### src/rtl/uart_pkg.sv
// Shared types for the UART receive path: the per-word error tag carried
// alongside each received data byte.
package uart_pkg;

  typedef struct packed {
    logic overrun;
    logic parity;
    logic framing;
  } uart_err_t;

  localparam int UART_ERR_W = $bits(uart_err_t);

endpackage

### src/rtl/fifo_ptr_ctrl.sv
// Read/write pointer control for a power-of-two FIFO: accept logic, fill level,
// full/empty and single-cycle flush. Storage lives in the instantiating module.
module fifo_ptr_ctrl #(
  parameter  int DEPTH = 16,
  localparam int AW    = $clog2(DEPTH),
  localparam int CW    = AW + 1
) (
  input  logic          clk_i,
  input  logic          rst_i,
  input  logic          flush_i,
  input  logic          wr_en_i,
  input  logic          rd_en_i,
  output logic          push_o,
  output logic          pop_o,
  output logic [AW-1:0] wr_addr_o,
  output logic [AW-1:0] rd_addr_o,
  output logic [CW-1:0] level_o,
  output logic [CW-1:0] next_level_o,
  output logic          full_o,
  output logic          empty_o
);

  localparam logic [CW-1:0] DEPTH_C = CW'(DEPTH);

  logic [CW-1:0] wr_ptr_q, wr_ptr_d;
  logic [CW-1:0] rd_ptr_q, rd_ptr_d;

  assign level_o   = wr_ptr_q - rd_ptr_q;
  assign empty_o   = (level_o == '0);
  assign full_o    = (level_o == DEPTH_C);
  assign wr_addr_o = wr_ptr_q[AW-1:0];
  assign rd_addr_o = rd_ptr_q[AW-1:0];

  // A pop frees the head slot this cycle, so a push into a full FIFO is
  // still safe when paired with a pop.
  assign push_o = !flush_i && wr_en_i && (!full_o || rd_en_i);
  assign pop_o  = !flush_i && rd_en_i && !empty_o;

  always_comb begin
    wr_ptr_d = wr_ptr_q + CW'(push_o);
    rd_ptr_d = flush_i ? wr_ptr_q : rd_ptr_q + CW'(pop_o);
  end

  assign next_level_o = wr_ptr_d - rd_ptr_d;

  always_ff @(posedge clk_i) begin
    if (rst_i) begin
      wr_ptr_q <= '0;
      rd_ptr_q <= '0;
    end else begin
      wr_ptr_q <= wr_ptr_d;
      rd_ptr_q <= rd_ptr_d;
    end
  end

endmodule

### src/rtl/uart_rx_fifo.sv
// UART receive buffer: first-word-fall-through FIFO of {err,data} words with
// fill level, threshold interrupt, sticky overflow and synchronous flush.
module uart_rx_fifo
  import uart_pkg::*;
#(
  parameter  int DATA_W = 8,
  parameter  int ERR_W  = UART_ERR_W,
  parameter  int DEPTH  = 16,
  localparam int AW     = $clog2(DEPTH),
  localparam int CW     = AW + 1
) (
  input  logic              clk_i,
  input  logic              rst_i,
  input  logic              flush_i,
  input  logic              wr_en_i,
  input  logic [DATA_W-1:0] wr_data_i,
  input  logic [ERR_W-1:0]  wr_err_i,
  input  logic              rd_en_i,
  output logic [DATA_W-1:0] rd_data_o,
  output logic [ERR_W-1:0]  rd_err_o,
  output logic              empty_o,
  output logic              full_o,
  output logic [CW-1:0]     level_o,
  input  logic [CW-1:0]     thresh_i,
  output logic              thresh_irq_o,
  output logic              overflow_o,
  input  logic              ovf_clr_i
);

  localparam int EW = DATA_W + ERR_W;

  logic          push, pop;
  logic [AW-1:0] wr_addr, rd_addr;
  logic [CW-1:0] next_level;
  logic [EW-1:0] mem_q [DEPTH];
  logic [EW-1:0] head;
  logic          drop;
  logic          overflow_q, overflow_d;
  logic          thresh_irq_q, thresh_irq_d;

  fifo_ptr_ctrl #(.DEPTH(DEPTH)) u_ptr (
    .clk_i        (clk_i),
    .rst_i        (rst_i),
    .flush_i      (flush_i),
    .wr_en_i      (wr_en_i),
    .rd_en_i      (rd_en_i),
    .push_o       (push),
    .pop_o        (pop),
    .wr_addr_o    (wr_addr),
    .rd_addr_o    (rd_addr),
    .level_o      (level_o),
    .next_level_o (next_level),
    .full_o       (full_o),
    .empty_o      (empty_o)
  );

  always_ff @(posedge clk_i) begin
    if (push) mem_q[wr_addr] <= {wr_err_i, wr_data_i};
  end

  assign head      = mem_q[rd_addr];
  assign rd_data_o = empty_o ? '0 : head[DATA_W-1:0];
  assign rd_err_o  = empty_o ? '0 : head[EW-1:DATA_W];

  assign drop = wr_en_i && full_o && !rd_en_i && !flush_i;

  always_comb begin
    overflow_d = overflow_q;
    if (flush_i || ovf_clr_i) overflow_d = 1'b0;
    else if (drop)            overflow_d = 1'b1;
  end

  // Tracking next_level lets the interrupt line up with level_o, not lag it.
  assign thresh_irq_d = (thresh_i != '0) && (next_level >= thresh_i);

  always_ff @(posedge clk_i) begin
    if (rst_i) begin
      overflow_q   <= 1'b0;
      thresh_irq_q <= 1'b0;
    end else begin
      overflow_q   <= overflow_d;
      thresh_irq_q <= thresh_irq_d;
    end
  end

  assign overflow_o   = overflow_q;
  assign thresh_irq_o = thresh_irq_q;

  // pop is consumed inside the pointer block; kept as a named net for debug.
  logic unused_pop;
  assign unused_pop = pop;

endmodule
### config.mk
export PLATFORM = sky130hd
export DESIGN_NAME = uart_rx_fifo
export DESIGN_NICKNAME = d
export VERILOG_FILES = /design/src/rtl/uart_pkg.sv /design/src/rtl/fifo_ptr_ctrl.sv /design/src/rtl/uart_rx_fifo.sv
export SDC_FILE = /design/constraint.sdc
export NUM_CORES = 1
export LEC_CHECK = 0
export CAP_MARGIN = 20
export CORE_AREA = 2 2 137 139
export CTS_CLUSTER_SIZE = 14
export DETAILED_ROUTE_END_ITERATION = 8
export DIE_AREA = 0 0 139 141
export PLACE_DENSITY = 0.6
export SLEW_MARGIN = 20
export SYNTH_ARGS = -nofsm -noshare
export SYNTH_HDL_FRONTEND = slang
export SYNTH_HIERARCHICAL = 1
export SYNTH_SLANG_ARGS = --single-unit
export TNS_END_PERCENT = 50
### constraint.sdc
create_clock -name clk_i -period 5.55 [get_ports clk_i]
set_input_delay 1.3875 -clock clk_i [delete_from_list [all_inputs] [get_ports clk_i]]
set_output_delay 1.3875 -clock clk_i [all_outputs]
set_load 0.02 [all_outputs]
### Word level (Yosys, flattened, before mapping)

Memories as Yosys holds them, arrays and structs flattened. A register that Yosys moved wholly into a read port is not among the register bits.
Index checks and enable logic that the tools add are counted.

* flip-flop bits (word level): 12
* memory bits (writable): 176
* input bits: 22
* output and inout port bits: 20
* logic and storage cells: 34
* memories: 1

Memories
* mem_q: depth 16, width 11, read ports 1, clocked after Yosys merged registers in 1, write ports 1, line uart_rx_fifo.sv:35 `logic [EW-1:0] mem_q [DEPTH];`

* $add $sub $neg: 4
* $lt $le $gt $ge: 1
* equal/unequal tests: 1
* muxes and demuxes: 6
* reduce and logical (&&, ||, !) cells: 17

Operator list (count)
* adder 5 x 1 -> 5 bit: 2
* subtractor 5 bit: 2
* logical AND 1 bit: 8
* 2-to-1 mux 8 bit: 1
* equality test 5 bit (second input constant): 1
* greater-or-equal comparator 5 bit: 1
* logical NOT 5 bit: 1
* 2-to-1 mux 5 bit: 1
* nonzero test 5 bit: 1
* logical NOT 1 bit: 4
* 2-to-1 mux 4 bit: 1
* 2-to-1 mux 3 bit: 1
* logical OR 1 bit: 2
* 2-to-1 mux 1 bit: 2
* OR reduction 2 bit: 1

### Logic depth before layout (Yosys ltp)

* word-level depth: 9
* mapped depth: 20
* depth with buffers taken out: 20

### Cells and area by module

The synthesis kept the hierarchy.

By module, submodules not included
* uart_rx_fifo: times used 1, cells each 397, area an instance 7199.4 µm², sequential area each 5325.1 µm²
* fifo_ptr_ctrl: times used 1, cells each 99, area an instance 879.6 µm², sequential area each 200.2 µm²

### Least setup slack after synthesis

OpenSTA, ideal clock, no wires.

* kind: reg-to-reg
* start: reg u_ptr.wr_ptr_q[0]
* end: reg thresh_irq_q (netlist: thresh_irq_o)
* setup time: 0.122 ns
* arrival time: 4.399 ns
* required time: 5.428 ns
* setup slack: 1.029 ns
* stages on the path, launching flop included: 18
* path buffers: 0
* clock period less this slack: 4.521 ns
* cells stage by stage: dfxtp_1 > inv_1 > ha_1 > fa_1 > xnor2_1 > nor3b_1 > mux2_2 > a311oi_1 > ha_1 > ha_1 > fa_1 > a21o_1 > a21oi_1 > xnor2_1 > xnor2_1 > ha_1 > o21ai_0 > a21oi_1

* word-level cells in the longest chain between the ends: 9
* elaborated cells on any way between the ends: 14
* classes of those cells: add/sub (4); order compare (1); eq/ne (1); mux (1); reduce/logical (7)

Ends and longest elaborated chain
* start, declared: line fifo_ptr_ctrl.sv:25 `logic [CW-1:0] wr_ptr_q, wr_ptr_d;`
* start signal, assigned: line fifo_ptr_ctrl.sv:51 `wr_ptr_q <= wr_ptr_d;`
* subtractor 5 bit: line fifo_ptr_ctrl.sv:28 `assign level_o = wr_ptr_q - rd_ptr_q;`
* via level_o[2]: line uart_rx_fifo.sv:23 `output logic [CW-1:0] level_o,`
* equality test 5 bit: line fifo_ptr_ctrl.sv:30 `assign full_o = (level_o == DEPTH_C);`
* logical NOT 1 bit: line fifo_ptr_ctrl.sv:36 `assign push_o = !flush_i && wr_en_i && (!full_o || rd_en_i);`
* logical OR 1 bit: line fifo_ptr_ctrl.sv:36
* logical AND 1 bit: line fifo_ptr_ctrl.sv:36
* via push: line uart_rx_fifo.sv:32 `logic push, pop;`
* adder 5 x 1 -> 5 bit: line fifo_ptr_ctrl.sv:40 `wr_ptr_d = wr_ptr_q + CW'(push_o);`
* via u_ptr.wr_ptr_d[1]: line fifo_ptr_ctrl.sv:25
* subtractor 5 bit: line fifo_ptr_ctrl.sv:44 `assign next_level_o = wr_ptr_d - rd_ptr_d;`
* via next_level[4]: line uart_rx_fifo.sv:34 `logic [CW-1:0] next_level;`
* greater-or-equal comparator 5 bit: line uart_rx_fifo.sv:74 `assign thresh_irq_d = (thresh_i != '0) && (next_level >= thresh_i);`
* logical AND 1 bit: line uart_rx_fifo.sv:74
* end signal, assigned: line uart_rx_fifo.sv:82 `thresh_irq_q <= thresh_irq_d;`
* end, declared: line uart_rx_fifo.sv:39 `logic thresh_irq_q, thresh_irq_d;`

The timed path passes the listed nets, and every way through them passes these cells.
A chain may end at the register's enable or synchronous reset.

### Worst setup path in the final report

* start: reg u_ptr.wr_ptr_q[0]
* end: out rd_data_o[3]

* word-level cells in the longest chain between the ends: 3

Ends and longest elaborated chain
* subtractor 5 bit: line fifo_ptr_ctrl.sv:28
* logical NOT 5 bit: line fifo_ptr_ctrl.sv:29 `assign empty_o = (level_o == '0);`
* 2-to-1 mux 8 bit: line uart_rx_fifo.sv:62 `assign rd_data_o = empty_o ? '0 : head[DATA_W-1:0];`
* end, declared: line uart_rx_fifo.sv:19 `output logic [DATA_W-1:0] rd_data_o,`

No other way between the ends.

==> flow_summary.ini <==
[clocking]
htree_levels = 4
clock_latency_ns = 0.43
cts_buffer_depth = 2
cts.repair.resized = 1
cts_made_buffers = 17
cts_tree = yes
cts.hold.buffers_added = 0
postCtsSetupBuffers = 0
cts.sinks = 188
clk_pin_slew_worst_paths_ns = 0.07
cts-root-buf = clkbuf_16

[routing]
drt_iter0_markers = 274
dr.pass1.iters = 4
drc = 0
drt-total-wl_um = 17400
post_drt_wl_per_cell_um = 21.7
ant_nets = 0
viasPerCell = 5.51
vias = 4402

[placed_design]
place.gp.congestion = 0.784
port_buffers = 41
dpl.hpwl_um = 10700
place_area_mm2 = 0.00873

[timing]
slew_viol_final = 0
fmaxAchievable_mhz = 188
slew_headroom_pct = 38.7
setup_viol = 0
finalSetupTns_ns = 0
finalHoldViolCount = 0
rsz0062_at_grt = no
finalCritPeriodShare_pct = 95.8
worst_pin_slew_ns = 0.919
clock_skew_ns = 0.00823
fin_crit_ns = 5.32

[global_route]
track_usage_pct = 18.3
grt_antenna_before_repair = 0
grt_pass1_vias = 4433
grt-ovfl-total = 0
grt_pass1_wl_um = 26100
grt_max_degree = 42

[critical_path]
path_class = reg -> out
worst-path-max-fanout = 10
crit_required_ns = 4.16
cp_cell_sequence = inv_1, ha_1, fa_1, xnor2_2, nor3b_1, mux2_2, nor2b_1, nand2b_2, buf_4, o31ai_2, clkdlybuf4s50_1
cp_slowest_cell = clkdlybuf4s50_1
slowest_delay_ns = 0.64
crit_start = u_ptr/wr_ptr_q[0]
cp-end-kind = output pin
reg2reg_from = u_ptr/wr_ptr_q[0]
cp.arrival_ns = 3.93
startpoint_type = flip-flop

[synth]
syn_nets = 537
yosys-top-cells-area = edfxtp_1, mux2i_1, dfxtp_1
synth-seq-cells = 188
synth-edff-count = 176
synth_common_cells = edfxtp_1, mux2i_1, a22oi_1, nor2_1, inv_1
synthesis.area_mm2 = 0.00808
synth_top_area_share_pct = 65.4
seq_area_frac_synth_pct = 68.4
yosysWarnings = 6
ys_async_sr_fraction_pct = 0
yosys.area.top_type = edfxtp_1
syn-instance-count = 496
syn_avg_cell_area_um2 = 16.3
synth_cell_type_count = 44
synth.most_common_cell = edfxtp_1
ys.flop_type = edfxtp_1

[die]
num_rows = 50
dieHeight_um = 141
dieArea_mm2 = 0.0196
ios = 42
start_util_pct = 44.2
core_mm2 = 0.0183
die_w_um = 139

[pwr]
vdd_ir_drop_max_v = 0.000252
leakage_nw = 3.11
p_per_area_mw_per_mm2 = 336
total_power_w = 0.00314

[run_status]
status = completed

[finish]
drive_gt1_share_pct = 14.5
areaGrowthSynthToFinish_pct = 15.7
final_cell_area_mm2 = 0.00935
nets = 593
antennaDiodeCount = 0

[hold_path]
min_from = overflow_o
hold_class = reg -> reg

[job]
maxCapViolCount = 0
layer usage:
metal | routed length [um] | up-vias | track usage (%)
met5 | 0 | - | 0
met4 | 267 | 0 | 5.90
met3 | 684 | 18 | 4.08
met2 | 8650 | 125 | 30.5
met1 | 7760 | 2242 | 24.1
li1 | - | 2017 | -
cells by family (layout without fill, tap and decap cells):
group / count (synthesis) / in the layout / share of synthesized area (%)
AND/OR/NAND/NOR: 86 / 86 / 5.33
flip-flops: 188 / 188 / 68.4
adder cells (fa/ha/maj): 19 / 19 / 3.13
buffers and inverters: 48 / 117 / 4.13
AO/OA/AOI/OAI: 60 / 60 / 5.39
multiplexers: 81 / 81 / 12.1
XOR/XNOR: 14 / 14 / 1.52
worst max-delay path, delay by kind of cell, from the launching register on:
kind / cells / cell delay, ns
compound gates: 1 / 0.26
flops: 1 / 0.45
buf+inv: 3 / 0.94
fa+ha+maj: 2 / 0.68
xor+xnor: 1 / 0.28
mux: 1 / 0.29
simple gates: 3 / 0.58
per-stage QoR:
stage | hold WS [ns] | util [%] | std cells | worst slack (ns)
2_1_floorplan | 0.550 | - | 496 | 1.03
3_3_place_gp | 0.539 | 47.8 | 766 | 0.621
3_5_place_dp | 0.547 | 47.8 | 766 | 0.393
4_1_cts | 0.556 | 51.0 | 798 | 0.0582
5_1_grt | 0.600 | 51.2 | 799 | 0.0711
6_report | 0.550 | 51.2 | 799 | 0.232
final timing paths:
check,depth (start not counted),slack (ns),endpoint
hold / removal,2,0.55,overflow_o
setup reg to reg,19,0.70,thresh_irq_o
hold reg to reg,2,0.55,overflow_o
setup / recovery,11,0.23,rd_data_o[3]
layout by cell type, fill, tap and decap left out, types with 2 or more instances in the layout:
master / Yosys / routed
clkdlybuf4s50_1: 0 / 41
o21ai_1: 6 / 6
nor2_1: 25 / 23
nor2_2: 0 / 2
a21o_1: 2 / 2
inv_6: 0 / 5
o211ai_1: 6 / 6
nor2b_1: 9 / 8
a21oi_1: 9 / 9
mux4_1: 4 / 4
edfxtp_1: 176 / 176
nand2b_1: 10 / 9
bufinv_16: 0 / 2
and2_1: 2 / 2
nand2_1: 14 / 14
nor4_1: 2 / 2
o31ai_2: 2 / 2
clkbuf_16: 0 / 17
xor2_1: 4 / 4
fa_1: 2 / 2
inv_1: 18 / 18
nand3_1: 14 / 14
a22oi_1: 27 / 27
mux2i_1: 67 / 67
mux4_2: 8 / 8
clkinv_2: 0 / 2
ha_1: 17 / 17
dfxtp_1: 12 / 10
buf_4: 8 / 25
nand3b_1: 2 / 2
nor3_2: 0 / 4
clkinv_4: 0 / 3
a22o_1: 2 / 2
xnor2_1: 10 / 9
area by class of cell:
type / count / area [um2]
clock buffer: 17 / 425
clock inverter: 15 / 163
fill: 1535 / 8920
inverter: 18 / 67.6
multi-input combinational: 260 / 2260
sequential: 188 / 5530
tap: 234 / 293
timing repair buffer: 67 / 609
power by group:
part           leakage, nW  internal (W)  switching (W)
Clock                0.288      0.000672       0.000535
Combinational         1.14      0.000167       0.000203
Sequential            1.68       0.00156     0.00000477
sequential cells by signal (all words and copies together) (netlist names):
signal / flops
overflow_o: 1
u_ptr/rd_ptr_q: 5
mem_q: 176
thresh_irq_o: 1
u_ptr/wr_ptr_q: 5
Note: power is estimated with default switching activity, not from simulation.
